$ cat src/rtl/md5_pkg.sv
// Shared constants and types for the MD5 block sequencing controller.
package md5_pkg;

    localparam int LEN_W = 61;
    localparam int BLK_W = 512;

    localparam logic [31:0] IV_A = 32'h67452301;
    localparam logic [31:0] IV_B = 32'hefcdab89;
    localparam logic [31:0] IV_C = 32'h98badcfe;
    localparam logic [31:0] IV_D = 32'h10325476;

    typedef enum logic [2:0] {
        ST_IDLE,
        ST_RUN,
        ST_ACC,
        ST_PAD,
        ST_OUT
    } state_t;

endpackage

$ cat src/rtl/md5_block_ctrl_if.sv
// Message block stream from the host into the MD5 controller.
interface md5_block_ctrl_if;
    import md5_pkg::*;

    logic             in_valid;
    logic             in_ready;
    logic [BLK_W-1:0] in_data;
    logic             in_last;
    logic [6:0]       in_bytes;

    modport master (output in_valid, in_data, in_last, in_bytes, input in_ready);
    modport slave  (input in_valid, in_data, in_last, in_bytes, output in_ready);

endinterface

$ cat src/rtl/md5_pad.sv
// Combinational MD5 padding of a final block, producing the optional extra block.
module md5_pad
    import md5_pkg::*;
(
    input  logic [BLK_W-1:0] blk,
    input  logic [6:0]       n,
    input  logic [63:0]      bit_len,
    output logic [BLK_W-1:0] main_blk,
    output logic             extra,
    output logic [BLK_W-1:0] extra_blk
);

    always_comb begin
        main_blk  = '0;
        extra_blk = '0;
        extra     = 1'b0;
        for (int j = 0; j < 64; j++) begin
            if (7'(j) < n) begin
                main_blk[8*j +: 8] = blk[8*j +: 8];
            end else if (7'(j) == n) begin
                main_blk[8*j +: 8] = 8'h80;
            end
        end
        // No room for the length field once the 0x80 marker lands past byte 55.
        if (n <= 7'd55) begin
            main_blk[511:448] = bit_len;
        end else begin
            extra              = 1'b1;
            extra_blk[511:448] = bit_len;
            if (n == 7'd64) begin
                extra_blk[7:0] = 8'h80;
            end
        end
    end

endmodule

$ cat src/rtl/md5_block_ctrl.sv
// MD5 message sequencer: pads the final block, drives the compression core and
// accumulates the chaining state into the digest.
module md5_block_ctrl
    import md5_pkg::*;
(
    input  logic             clk,
    input  logic             rst,
    md5_block_ctrl_if.slave  blk_if,
    output logic             core_start,
    output logic [BLK_W-1:0] core_blk,
    output logic [31:0]      core_a,
    output logic [31:0]      core_b,
    output logic [31:0]      core_c,
    output logic [31:0]      core_d,
    input  logic             core_done,
    input  logic [31:0]      core_ra,
    input  logic [31:0]      core_rb,
    input  logic [31:0]      core_rc,
    input  logic [31:0]      core_rd,
    output logic             digest_valid,
    input  logic             digest_ready,
    output logic [127:0]     digest,
    output logic             busy
);

    state_t           state, state_nx;
    logic             start_q, busy_q, last_q, extra_pend;
    logic [LEN_W-1:0] len_q, len_sum;
    logic [6:0]       n_eff;
    logic [BLK_W-1:0] blk_q, extra_blk_q, pad_main, pad_extra_blk;
    logic             pad_extra;
    logic [31:0]      a_q, b_q, c_q, d_q, ra_q, rb_q, rc_q, rd_q;
    logic             accept, done_ok;

    assign n_eff   = !blk_if.in_last ? 7'd64 :
                     (blk_if.in_bytes > 7'd64) ? 7'd64 : blk_if.in_bytes;
    assign len_sum = len_q + LEN_W'(n_eff);

    md5_pad u_pad (
        .blk       (blk_if.in_data),
        .n         (n_eff),
        .bit_len   ({len_sum, 3'b000}),
        .main_blk  (pad_main),
        .extra     (pad_extra),
        .extra_blk (pad_extra_blk)
    );

    assign blk_if.in_ready = (state == ST_IDLE) && !rst;
    assign accept          = blk_if.in_valid && blk_if.in_ready;
    // The start cycle itself never counts as completion.
    assign done_ok         = (state == ST_RUN) && !start_q && core_done;

    always_comb begin
        state_nx     = state;
        digest_valid = 1'b0;
        case (state)
            ST_IDLE: if (accept) state_nx = ST_RUN;
            ST_RUN:  if (done_ok) state_nx = ST_ACC;
            ST_ACC: begin
                if (extra_pend)  state_nx = ST_PAD;
                else if (last_q) state_nx = ST_OUT;
                else             state_nx = ST_IDLE;
            end
            ST_PAD:  state_nx = ST_RUN;
            ST_OUT: begin
                digest_valid = 1'b1;
                if (digest_ready) state_nx = ST_IDLE;
            end
            default: state_nx = ST_IDLE;
        endcase
    end

    always_ff @(posedge clk) begin
        if (rst) begin
            state   <= ST_IDLE;
            start_q <= 1'b0;
            busy_q  <= 1'b0;
        end else begin
            state   <= state_nx;
            start_q <= (state != ST_RUN) && (state_nx == ST_RUN);
            if (accept)                              busy_q <= 1'b1;
            else if (state == ST_OUT && digest_ready) busy_q <= 1'b0;
        end
    end

    always_ff @(posedge clk) begin
        if (rst) begin
            a_q        <= IV_A;
            b_q        <= IV_B;
            c_q        <= IV_C;
            d_q        <= IV_D;
            len_q      <= '0;
            blk_q      <= '0;
            last_q     <= 1'b0;
            extra_pend <= 1'b0;
        end else begin
            if (accept) begin
                len_q       <= len_sum;
                last_q      <= blk_if.in_last;
                blk_q       <= blk_if.in_last ? pad_main : blk_if.in_data;
                extra_pend  <= blk_if.in_last && pad_extra;
                extra_blk_q <= pad_extra_blk;
            end
            if (done_ok) begin
                ra_q <= core_ra;
                rb_q <= core_rb;
                rc_q <= core_rc;
                rd_q <= core_rd;
            end
            if (state == ST_ACC) begin
                a_q <= a_q + ra_q;
                b_q <= b_q + rb_q;
                c_q <= c_q + rc_q;
                d_q <= d_q + rd_q;
            end
            if (state == ST_PAD) begin
                blk_q      <= extra_blk_q;
                extra_pend <= 1'b0;
            end
            if (state == ST_OUT && digest_ready) begin
                a_q   <= IV_A;
                b_q   <= IV_B;
                c_q   <= IV_C;
                d_q   <= IV_D;
                len_q <= '0;
            end
        end
    end

    assign core_start = start_q;
    assign core_blk   = blk_q;
    assign core_a     = a_q;
    assign core_b     = b_q;
    assign core_c     = c_q;
    assign core_d     = d_q;
    assign digest     = {d_q, c_q, b_q, a_q};
    assign busy       = busy_q;

endmodule

$ cat src/flat_wrapper.sv
// flat-port wrapper written by rule: the top's interface ports become plain ports
module md5_block_ctrl_flat import md5_pkg::*;
  (clk, rst, core_start, core_blk, core_a, core_b, core_c, core_d, core_done, core_ra, core_rb, core_rc, core_rd, digest_valid, digest_ready, digest, busy, blk_if_in_valid, blk_if_in_data, blk_if_in_last, blk_if_in_bytes, blk_if_in_ready);
  md5_block_ctrl_if blk_if_i ();
  input  logic clk;
  input  logic rst;
  output logic core_start;
  output logic [BLK_W-1:0] core_blk;
  output logic [31:0] core_a;
  output logic [31:0] core_b;
  output logic [31:0] core_c;
  output logic [31:0] core_d;
  input  logic core_done;
  input  logic [31:0] core_ra;
  input  logic [31:0] core_rb;
  input  logic [31:0] core_rc;
  input  logic [31:0] core_rd;
  output logic digest_valid;
  input  logic digest_ready;
  output logic [127:0] digest;
  output logic busy;
  input wire logic [$bits(blk_if_i.in_valid)-1:0] blk_if_in_valid;
  input wire logic [$bits(blk_if_i.in_data)-1:0] blk_if_in_data;
  input wire logic [$bits(blk_if_i.in_last)-1:0] blk_if_in_last;
  input wire logic [$bits(blk_if_i.in_bytes)-1:0] blk_if_in_bytes;
  output wire logic [$bits(blk_if_i.in_ready)-1:0] blk_if_in_ready;
  assign blk_if_i.in_valid = blk_if_in_valid;
  assign blk_if_i.in_data = blk_if_in_data;
  assign blk_if_i.in_last = blk_if_in_last;
  assign blk_if_i.in_bytes = blk_if_in_bytes;
  assign blk_if_in_ready = blk_if_i.in_ready;
  md5_block_ctrl u_core (.clk(clk), .rst(rst), .blk_if(blk_if_i), .core_start(core_start), .core_blk(core_blk), .core_a(core_a), .core_b(core_b), .core_c(core_c), .core_d(core_d), .core_done(core_done), .core_ra(core_ra), .core_rb(core_rb), .core_rc(core_rc), .core_rd(core_rd), .digest_valid(digest_valid), .digest_ready(digest_ready), .digest(digest), .busy(busy));
endmodule
$ cat config.mk
export PLATFORM = sky130hd
export DESIGN_NAME = md5_block_ctrl_flat
export DESIGN_NICKNAME = d
export VERILOG_FILES = /design/src/rtl/md5_pkg.sv /design/src/rtl/md5_block_ctrl_if.sv /design/src/rtl/md5_pad.sv /design/src/rtl/md5_block_ctrl.sv /design/src/flat_wrapper.sv
export SDC_FILE = /design/constraint.sdc
export NUM_CORES = 2
export LEC_CHECK = 0
export ABC_CLOCK_PERIOD_IN_PS = 16300
export BUFFER_PORTS_ARGS = -buffer_cell sky130_fd_sc_hd__buf_4
export CORE_AREA = 2 2 559 561
export CTS_CLUSTER_SIZE = 25
export DETAILED_ROUTE_END_ITERATION = 8
export DIE_AREA = 0 0 561 563
export MAX_ROUTING_LAYER = met4
export PLACE_DENSITY_LB_ADDON = 0.15
export RECOVER_POWER = 100
export SLEW_MARGIN = 0
export SYNTH_ARGS = -nofsm -noshare
export SYNTH_HDL_FRONTEND = slang
export SYNTH_SLANG_ARGS = --single-unit
$ cat constraint.sdc
create_clock -name clk -period 16.3 [get_ports clk]
set_input_delay 3.26 -clock clk [delete_from_list [all_inputs] [get_ports clk]]
set_output_delay 3.26 -clock clk [all_outputs]
set_load 0.01 [all_outputs]
==> metrics <==
post-route ant nets=0; PostCTS Resize Cnt=0; die area=0.316 sq mm; ys async rst share=0%; count of pins over their slew limit=619; share of power burned in combinational logic=13.8%; sequential-to-total area share from yosys stat=49.1%; Die W=561 um; most frequent cells in the layout=clkbuf_1 (848), nor2_1 (741), dfxtp_1 (708); maximum clock frequency=88.7 MHz; synth top area cells=dfxtp_1 (35%), edfxtp_1 (14%), a22oi_1 (7.5%), nor2_1 (6.9%), ha_1 (4.0%); placed cell count=9644; later-pin clock latency in the skew report=0.84 ns; worst vdd ir=68.9 uV; I/O pin count=1425; Core Box Area=0.310 sq mm; row cnt=205; FF+latch count, synth=898; synth unique cells=82; clock skew=0.101 ns; Synth-to-Final Area Change=39.5%; Clock Tree Buf Depth=4; Die Ht=563 um; Final Critical Period=11.28 ns; CTS buffer count=136; Slew HR=-213%; Tcrit/Tclk final=69.2%; Fin. Hold Viols=0; 1st-iter DRT viols=3187; Synthesized Nets=5197; Overall Global Routing Usage=21.9%; WS Path Type=input port to register; DR vias=40600; Syn Std Cell Area=0.0405 sq mm; port bufs=1424; PwrDens=113 mW/mm^2; HP Class=register to register; post-synth top area cell=dfxtp_1; Residual DRC=0; layout cells sized above 1=15.8%; vias per cell=4.08; Final nets=6431; routed len/inst=35.2 um; final setup fails=0; largest net degree at the start of global routing=177; switching pwr=1.92 mW; clock tree root buffer cell=clkbuf_16; Synth top area share=35.0%; initial core utilization=13.0%; Synth Area per Inst=9.18 sq um; critical path arrival=11.90 ns; Post-synth EDFFs=190; # Post-CTS Setup Buffers=0; Pleak=20.5 nW; worst-path fanout max=45; Layout Cells excl Fill=9951; Synth Warn #=0; final wirelength=350000 um; initial antenna violation count=147; clock-pin slew on the worst setup and hold paths=0.06 ns; outcome=finished with violations; Detailed Place HPWL=291000 um; total gr overflow=0; Fin Hold WS=0.452 ns; Reg power frac=38.5%; Post-CTS Hold Buffers=0; Sw Ratio=30.2%; endpoint type of the worst setup path=register; vias in the first global route=39700; Tightest Pin Transition=4.70 ns; TritonRoute pass-1 iters=5; TritonCTS clock tree=built; first-pass GRT wire length=438000 um; WP data required=16.92 ns; max_cap viols=15; CTS sink count=898; RSZ-0062 raised after global routing=false; clock share of power=47.6%; GPL Wtd Cong=0.958; crit path launch type=input port; Syn Inst Count=4408; Internal=4.45 mW; Max H-tree Level=4; commonest non-fill, non-tap cell in the layout=clkbuf_1; TNS Setup=0 ns; Main synth FF type=dfxtp_1; violated checks=capacitance limit, slew limit
[power groups by stage]
stage                     clock [mW]  sequential, mW  combinational (mW)
after global routing            3.22            2.46               0.944
after floorplan                    0            2.50               0.355
after CTS                       3.14            2.46               0.977
after global placement             0            2.50               0.973
final                           3.03            2.46               0.882
after detailed placement           0            2.51               0.973
[stage by stage]
step	setup WS (ns)	cell area, sq um	utilization, %	total power, mW
6_report	5.02	56400	18.2	6.37
3_3_place_gp	8.25	55000	17.7	3.48
3_5_place_dp	8.18	55000	17.7	3.48
5_1_grt	4.49	56400	18.2	6.62
4_1_cts	8.98	59400	19.1	6.58
2_1_floorplan	4.81	40500	-	2.85
[state kept, by name, indices dropped and copies added (netlist names)]
name,count
u_core.core_b,32
u_core.ra_q,32
u_core.core_start,1
u_core.rc_q,32
u_core.extra_pend,1
u_core.core_a,32
u_core.extra_blk_q,62
u_core.core_d,32
u_core.last_q,1
u_core.state,3
u_core.len_q,61
u_core.rd_q,32
u_core.core_blk,512
u_core.busy,1
u_core.core_c,32
u_core.rb_q,32
[synthesized netlist by cell type (all sizes together) (117+ instances only)]
cell type / number
o21ai: 188
a21oi: 302
ha: 131
buf: 156
xnor2: 117
a22oi: 404
clkbuf: 231
edfxtp: 190
nor3: 139
nand2: 275
nor2: 749
dfxtp: 708
[kinds of logic after synthesis]
logic type | after synthesis | synth area share, %
AND/OR/NAND/NOR | 1469 | 16.2
adder cells (fa/ha/maj) | 136 | 4.30
flip-flops | 898 | 49.1
multiplexers | 4 | 0.0989
AO/OA/AOI/OAI | 1264 | 20.8
buffers and inverters | 457 | 5.49
XOR/XNOR | 180 | 3.91
[critical path, cell delays in order]
cell,delay [ns]
clkbuf_1,2.31
clkbuf_1,1.67
clkbuf_1,1.48
a21o_1,1.05
clkbuf_1,1.04
nor2_2,0.29
buf_4,0.32
a22o_1,0.26
[final timing paths]
check / endpoint / startpoint / depth (start not counted) / slack (ns)
hold reg to reg: u_core.busy$_SDFFE_PP0P_ / u_core.busy$_SDFFE_PP0P_ / 2 / 0.45
setup / recovery: u_core.core_c[24]$_SDFFE_PP0P_ / rst / 8 / 5.02
setup reg to reg: u_core.extra_pend$_SDFFE_PP0P_ / u_core.state[2]$_SDFF_PP0_ / 9 / 9.44
hold / removal: u_core.busy$_SDFFE_PP0P_ / u_core.busy$_SDFFE_PP0P_ / 2 / 0.45
[per-layer routing]
layer / track usage, % / part of all wire [%] / wire length, um / up-vias
met2: 37.5 / 48 / 169000 / 1786
li1: - / - / - / 18400
met1: 21.5 / 35 / 123000 / 20000
met3: 8.89 / 10 / 35000 / 484
met4: 10.2 / 6.5 / 22700 / 0
met5: - / 0 / 0 / -
[area by class of cell]
cell class | instances | area (sq um)
Clock buffer | 204 | 4070
Clock inverter | 38 | 372
Timing Repair Buffer | 1483 | 8110
Antenna cell | 65 | 163
Sequential cell | 898 | 19900
Inverter | 70 | 264
Tap cell | 4140 | 5180
Multi-Input combinational cell | 3053 | 18400
Fill cell | 35300 | 254000
No activity file was read; power rests on OpenSTA's default activity.
